`src/rtl/mux_pkg.sv`:
```
// mux_pkg: shared constants and helpers for the mux_rr_arb block.
//   sel_w_f    - channel-id width for a given channel count
//   MODE_FIXED - external select drives the grant
//   MODE_RR    - rotating-priority arbitration among valid channels
//   XFER_CNT_W - width of the optional output-transfer counter
package mux_pkg;

  localparam logic MODE_FIXED = 1'b0;
  localparam logic MODE_RR    = 1'b1;
  localparam int   XFER_CNT_W = 16;

  function automatic int sel_w_f(input int n);
    return (n < 2) ? 1 : $clog2(n);
  endfunction

endpackage

```
`src/rtl/mux_rr_arb_rr_pick.sv`:
```
// rr_pick: combinational rotating-priority encoder.
// Searches req starting at index ptr, wrapping modulo NUM_CH, and reports the
// first requesting channel.
//   req     [NUM_CH]  per-channel request
//   ptr     [SEL_W]   highest-priority index this cycle (must be < NUM_CH)
//   gnt_id  [SEL_W]   winning channel id (0 when nothing requests)
//   gnt_any           at least one request present
module rr_pick
  import mux_pkg::*;
#(
  parameter  int NUM_CH = 4,
  localparam int SEL_W  = sel_w_f(NUM_CH)
) (
  input  logic [NUM_CH-1:0] req,
  input  logic [SEL_W-1:0]  ptr,
  output logic [SEL_W-1:0]  gnt_id,
  output logic              gnt_any
);

  // One spare bit so ptr+k cannot overflow before the modulo fold.
  logic [SEL_W:0] idx;

  always_comb begin
    gnt_id  = '0;
    gnt_any = 1'b0;
    idx     = '0;
    for (int k = 0; k < NUM_CH; k++) begin
      idx = {1'b0, ptr} + (SEL_W+1)'(k);
      if (idx >= (SEL_W+1)'(NUM_CH)) idx = idx - (SEL_W+1)'(NUM_CH);
      if (!gnt_any && req[idx[SEL_W-1:0]]) begin
        gnt_any = 1'b1;
        gnt_id  = idx[SEL_W-1:0];
      end
    end
  end

endmodule

```
`src/rtl/mux_rr_arb.sv`:
```
// mux_rr_arb: N-channel, W-bit multiplexer with a single-entry registered
// output and valid/ready handshakes. mode=0 selects the channel given by sel;
// mode=1 arbitrates round-robin among valid channels.
//   clk, rst            rising-edge clock, synchronous active-high reset
//   mode, sel           grant mode and fixed-mode channel select
//   in_data/valid/ready per-channel producer handshake (in_ready one-hot or 0)
//   out_data/valid/ready consumer handshake, out_ch = source channel id
//   xfer_cnt            saturating count of output transfers, present only
//                       when MUX_RR_ARB_XFER_CNT_EN is defined
module mux_rr_arb
  import mux_pkg::*;
#(
  parameter  int NUM_CH = 4,
  parameter  int DATA_W = 2,
  localparam int SEL_W  = sel_w_f(NUM_CH)
) (
  input  logic                     clk,
  input  logic                     rst,
  input  logic                     mode,
  input  logic [SEL_W-1:0]         sel,
  input  logic [NUM_CH*DATA_W-1:0] in_data,
  input  logic [NUM_CH-1:0]        in_valid,
  output logic [NUM_CH-1:0]        in_ready,
  output logic [DATA_W-1:0]        out_data,
  output logic                     out_valid,
  input  logic                     out_ready,
  output logic [SEL_W-1:0]         out_ch
`ifdef MUX_RR_ARB_XFER_CNT_EN
  ,
  output logic [XFER_CNT_W-1:0]    xfer_cnt
`endif
);

  logic              can_load;
  logic              cand_ok;
  logic              xfer_in;
  logic [SEL_W-1:0]  cand;
  logic [SEL_W-1:0]  ptr_next;
  logic [SEL_W-1:0]  rr_ptr;
  logic [SEL_W-1:0]  rr_gnt_id;
  logic              rr_gnt_any;
  logic [DATA_W-1:0] cand_data;

  rr_pick #(.NUM_CH(NUM_CH)) u_rr_pick (
    .req     (in_valid),
    .ptr     (rr_ptr),
    .gnt_id  (rr_gnt_id),
    .gnt_any (rr_gnt_any)
  );

  always_comb begin
    can_load = !out_valid || out_ready;
    if (mode == MODE_RR) begin
      cand    = rr_gnt_id;
      cand_ok = rr_gnt_any;
    end else begin
      cand    = sel;
      // sel can exceed the channel count when NUM_CH is not a power of two.
      cand_ok = ({1'b0, sel} < (SEL_W+1)'(NUM_CH));
    end
    in_ready  = '0;
    cand_data = '0;
    for (int i = 0; i < NUM_CH; i++) begin
      if (SEL_W'(i) == cand) begin
        cand_data = in_data[i*DATA_W +: DATA_W];
        if (cand_ok && can_load && !rst) in_ready[i] = 1'b1;
      end
    end
    xfer_in  = |(in_valid & in_ready);
    ptr_next = (cand == SEL_W'(NUM_CH-1)) ? '0 : cand + 1'b1;
  end

  always_ff @(posedge clk) begin
    if (rst) begin
      out_valid <= 1'b0;
      out_data  <= '0;
      out_ch    <= '0;
      rr_ptr    <= '0;
    end else begin
      if (xfer_in) begin
        out_valid <= 1'b1;
        out_data  <= cand_data;
        out_ch    <= cand;
      end else if (out_ready) begin
        out_valid <= 1'b0;
      end
      if (xfer_in && mode == MODE_RR) rr_ptr <= ptr_next;
    end
  end

`ifdef MUX_RR_ARB_XFER_CNT_EN
  always_ff @(posedge clk) begin
    if (rst) begin
      xfer_cnt <= '0;
    end else if (out_valid && out_ready && xfer_cnt != '1) begin
      xfer_cnt <= xfer_cnt + 1'b1;
    end
  end
`endif

endmodule

```
`config.mk`:
```
export PLATFORM = sky130hd
export DESIGN_NAME = mux_rr_arb
export DESIGN_NICKNAME = d
export VERILOG_FILES = /design/src/rtl/mux_pkg.sv /design/src/rtl/mux_rr_arb_rr_pick.sv /design/src/rtl/mux_rr_arb.sv
export SDC_FILE = /design/constraint.sdc
export NUM_CORES = 1
export LEC_CHECK = 0
export ABC_AREA = 1
export CAP_MARGIN = 20
export CORE_MARGIN = 3
export CORE_UTILIZATION = 40
export DETAILED_ROUTE_END_ITERATION = 10
export PLACE_DENSITY = 0.83
export SLEW_MARGIN = 25
export SYNTH_ARGS = -nofsm -noshare
export SYNTH_HDL_FRONTEND = slang
export SYNTH_SLANG_ARGS = --single-unit
```
`constraint.sdc`:
```
create_clock -name clk -period 4.37 [get_ports clk]
set_clock_uncertainty 0.05 [all_clocks]
set_input_delay 1.0925 -clock clk [delete_from_list [all_inputs] [get_ports clk]]
set_output_delay 1.0925 -clock clk [all_outputs]
set_load 0.02 [all_outputs]
```
==> flow_summary_export.csv <==
group,metric,value,unit
synth,synthesis.nets,148,
status,status,"finished, final reports clean",
run,max_cap_violations,0,
worst_setup_path,critical_path_required,3.23,ns
sta,setup_viol,0,
detailed_routing,firstDrtPassIters,4,
worst_setup_path,reg2reg_to,"rr_ptr[0]",
detailed_routing,vias,941,
cts,cts_sinks,7,
detailed_routing,drt_iter0_markers,29,
floorplan,initial_core_util,0.431,
floorplan,row_count,15,
detailed_routing,drc_errors,0,
worst_setup_path,startpoint_type,"input port",
sta,setup_tns,0,ns
floorplan,io_pins,27,
sta,max_slew_margin,0.705,
placement,dp_hpwl,1710,µm
synth,yosysMostFrequentCell,"nand2_1",
worst_setup_path,worstReg2RegStart,"rr_ptr[0]",
global_routing,grt_antenna_before_repair,0,
detailed_routing,ant_nets,0,
finish,seq_area,140,µm²
power_and_ir_drop,p_leak,0.579,nW
floorplan,die_area,0.00244,mm²
worst_setup_path,rrSetupSlack,1.64,ns
synth,synth_top_area_frac,0.186,
finish,fill_cells,158,
floorplan,die_w,49.4,µm
synth,ys_warn_count,0,
finish,nNetsFinal,194,
cts,cts_buffer_depth,2,
synth,avgSynthCellArea,5.97,µm²
sta,period_share,0.963,
worst_setup_path,worst_setup_path_end_kind,"primary output",
synth,ys_ff_latch,7,
finish,post-route-util,0.669,
floorplan,coreArea,0.00175,mm²
worst_setup_path,rr_worst_depth,20,
synth,synth-seq-area-share,0.186,
finish,drive_above_1_share,0.269,
sta,timing.fmax,238,MHz
cts,clk_pin_slew,0.05,ns
synth,synth_area,752,µm²
sta,period_minus_slack,4.21,ns
synth,synth_top_area_cell,"dfxtp_1",
synth,ys_types,21,
cts,cts_tree,"yes",
cts,htreeDepth,1,
floorplan,die_h,49.4,µm
sta,drv_slew,0,
synth,synthTopCellsByCount,"nand2_1, inv_1, nor2_1, nand3_1, nand2_2",
cts,root_buffer,"clkbuf_4",
finish,syn_to_final_growth,55.2,%
cts,cts_buffers,3,
finish,multi_input_area,531,µm²
detailed_routing,detail_route.wl_per_cell,10.6,µm
synth,synth_flop_cell,"dfxtp_1",
sta,tightest_slew,0.443,ns
cts,holdBufCountCts,0,
worst_hold_path,hold_end,"out_data[1]",
global_routing,grt_pass1_vias,853,
placement,port_buffers,26,
synth,synthCells,126,
power_and_ir_drop,vdd_drop_max,219,µV
cts,insertion_delay,0.26,ns
synth,synthArstFlopShare,0,
global_routing,gr-total-overflow,0,
worst_setup_path,path_max_fanout,4,
worst_setup_path,arrival,3.06,ns
worst_hold_path,min_from,"out_data[1]",
worst_setup_path,critical_path_class,"in -> out",
finish,diodes,0,
global_routing,grt_pass1_wl,3590,µm
global_routing,grt_max_degree,10,
power_and_ir_drop,power.total,408,µW
worst_hold_path,min_path_cells,2,
placement,dpl_worst_slack,-0.309,ns
sta,hold_viol,0,
sta,layout_setup_ws,0.163,ns
power_and_ir_drop,powerDensity,350,mW/mm²
global_routing,grt_use_total,0.185,
sta,whs,0.420,ns
placement,gp_congestion,0.852,
sta,rsz0062_at_grt,"no",
worst_hold_path,hp-class,"reg -> reg",
detailed_routing,wirelength,2090,µm
synth,synthTopCellsByArea,"dfxtp_1, nand2_1, inv_1",
detailed_routing,via_per_inst,4.80,
synth,synth_edf_count,0,
-- routing by layer --
metal	GRT usage	up-vias	wire, µm
met4	0.0569	0	19
met1	0.212	423	901
met5	0	-	0
met3	0.0336	3	101
li1	-	490	-
met2	0.339	25	1060
-- worst max-delay path, cell delays in order --
cell	delay (ns)
clkdlybuf4s50_1	0.50
inv_1	0.06
nand2_2	0.08
nand3_2	0.11
nand2_2	0.11
nor2_4	0.05
buf_4	0.13
nand3_4	0.05
o21ai_0	0.10
nor2_2	0.22
ha_1	0.21
inv_1	0.08
nor2_1	0.10
buf_2	0.17
-- power by group --
group	switching [mW]	internal, mW	leakage (nW)	total, mW
sequential	0.0114	0.0754	0.0573	0.0867
combinational	0.145	0.117	0.507	0.262
clock	0.0248	0.0349	0.0150	0.0597
total	0.181	0.227	0.579	0.408
-- state kept, by name, summed over array words and instances (netlist names) --
| register | flops |
|---|---|
| out_data | 2 |
| out_valid | 1 |
| rr_ptr | 2 |
| out_ch | 2 |
-- worst max path at each step --
stage | from | endpoint | slack [ns] | depth (start not counted)
after CTS | in_valid[2] | in_ready[0] | 0.003 | 16
after floorplan | in_valid[2] | in_ready[1] | 0.64 | 14
final | in_valid[3] | in_ready[1] | 0.16 | 14
after detailed placement | in_valid[2] | in_ready[1] | -0.31 | 14
after global placement | in_valid[2] | in_ready[1] | -0.25 | 14
after global routing | in_valid[3] | in_ready[1] | 0.03 | 14
-- timing repair --
item,4_1_cts,5_1_grt
endpoints found under the setup margin,4,4
pin swaps,1,1
setup buffers,1,0
gates resized for setup,10,10
-- cell families (layout without fill, tap and decap cells) --
group / after synthesis / count (layout) / synth area share
compound gates: 17 / 17 / 0.126
fa+ha+maj: 4 / 4 / 0.0666
buf+inv: 20 / 65 / 0.116
flops: 7 / 7 / 0.186
simple gates: 78 / 78 / 0.504
-- per-stage QoR --
stage | instances | cell area (µm²)
CTS | 196 | 1180
finish | 196 | 1170
detailed placement | 191 | 1140
global route | 196 | 1170
floorplan | 126 | 752
global placement | 191 | 1140
-- layout by cell type, fill, tap and decap left out --
cell type,synthesis,routed
nand2_1,36,36
clkdlybuf4s50_1,0,21
buf_4,0,16
inv_1,15,13
nor2_1,13,13
nand3_1,10,9
nand2_2,8,8
dfxtp_1,7,7
a21oi_1,6,6
inv_2,3,5
o21ai_0,6,5
nand4_1,5,5
ha_1,4,4
o21ai_1,2,3
clkbuf_4,0,3
nor2_4,2,2
nor2_2,2,2
clkbuf_2,0,2
buf_2,0,2
inv_6,1,1
nand2_4,1,1
nand3_2,0,1
o21a_2,0,1
nand3_4,1,1
a21oi_2,1,1
o2111ai_1,1,1
clkbuf_1,0,1
dlymetal6s2s_1,0,1
-- cell type report --
type,instances,share of cell area
flip-flops and latches,7,0.120
clock buffers,4,0.0225
repair buffers,42,0.311
inverters,19,0.0654
multi-input cells,99,0.454
well taps,25,0.0268
Note: power is estimated with default switching activity, not from simulation.
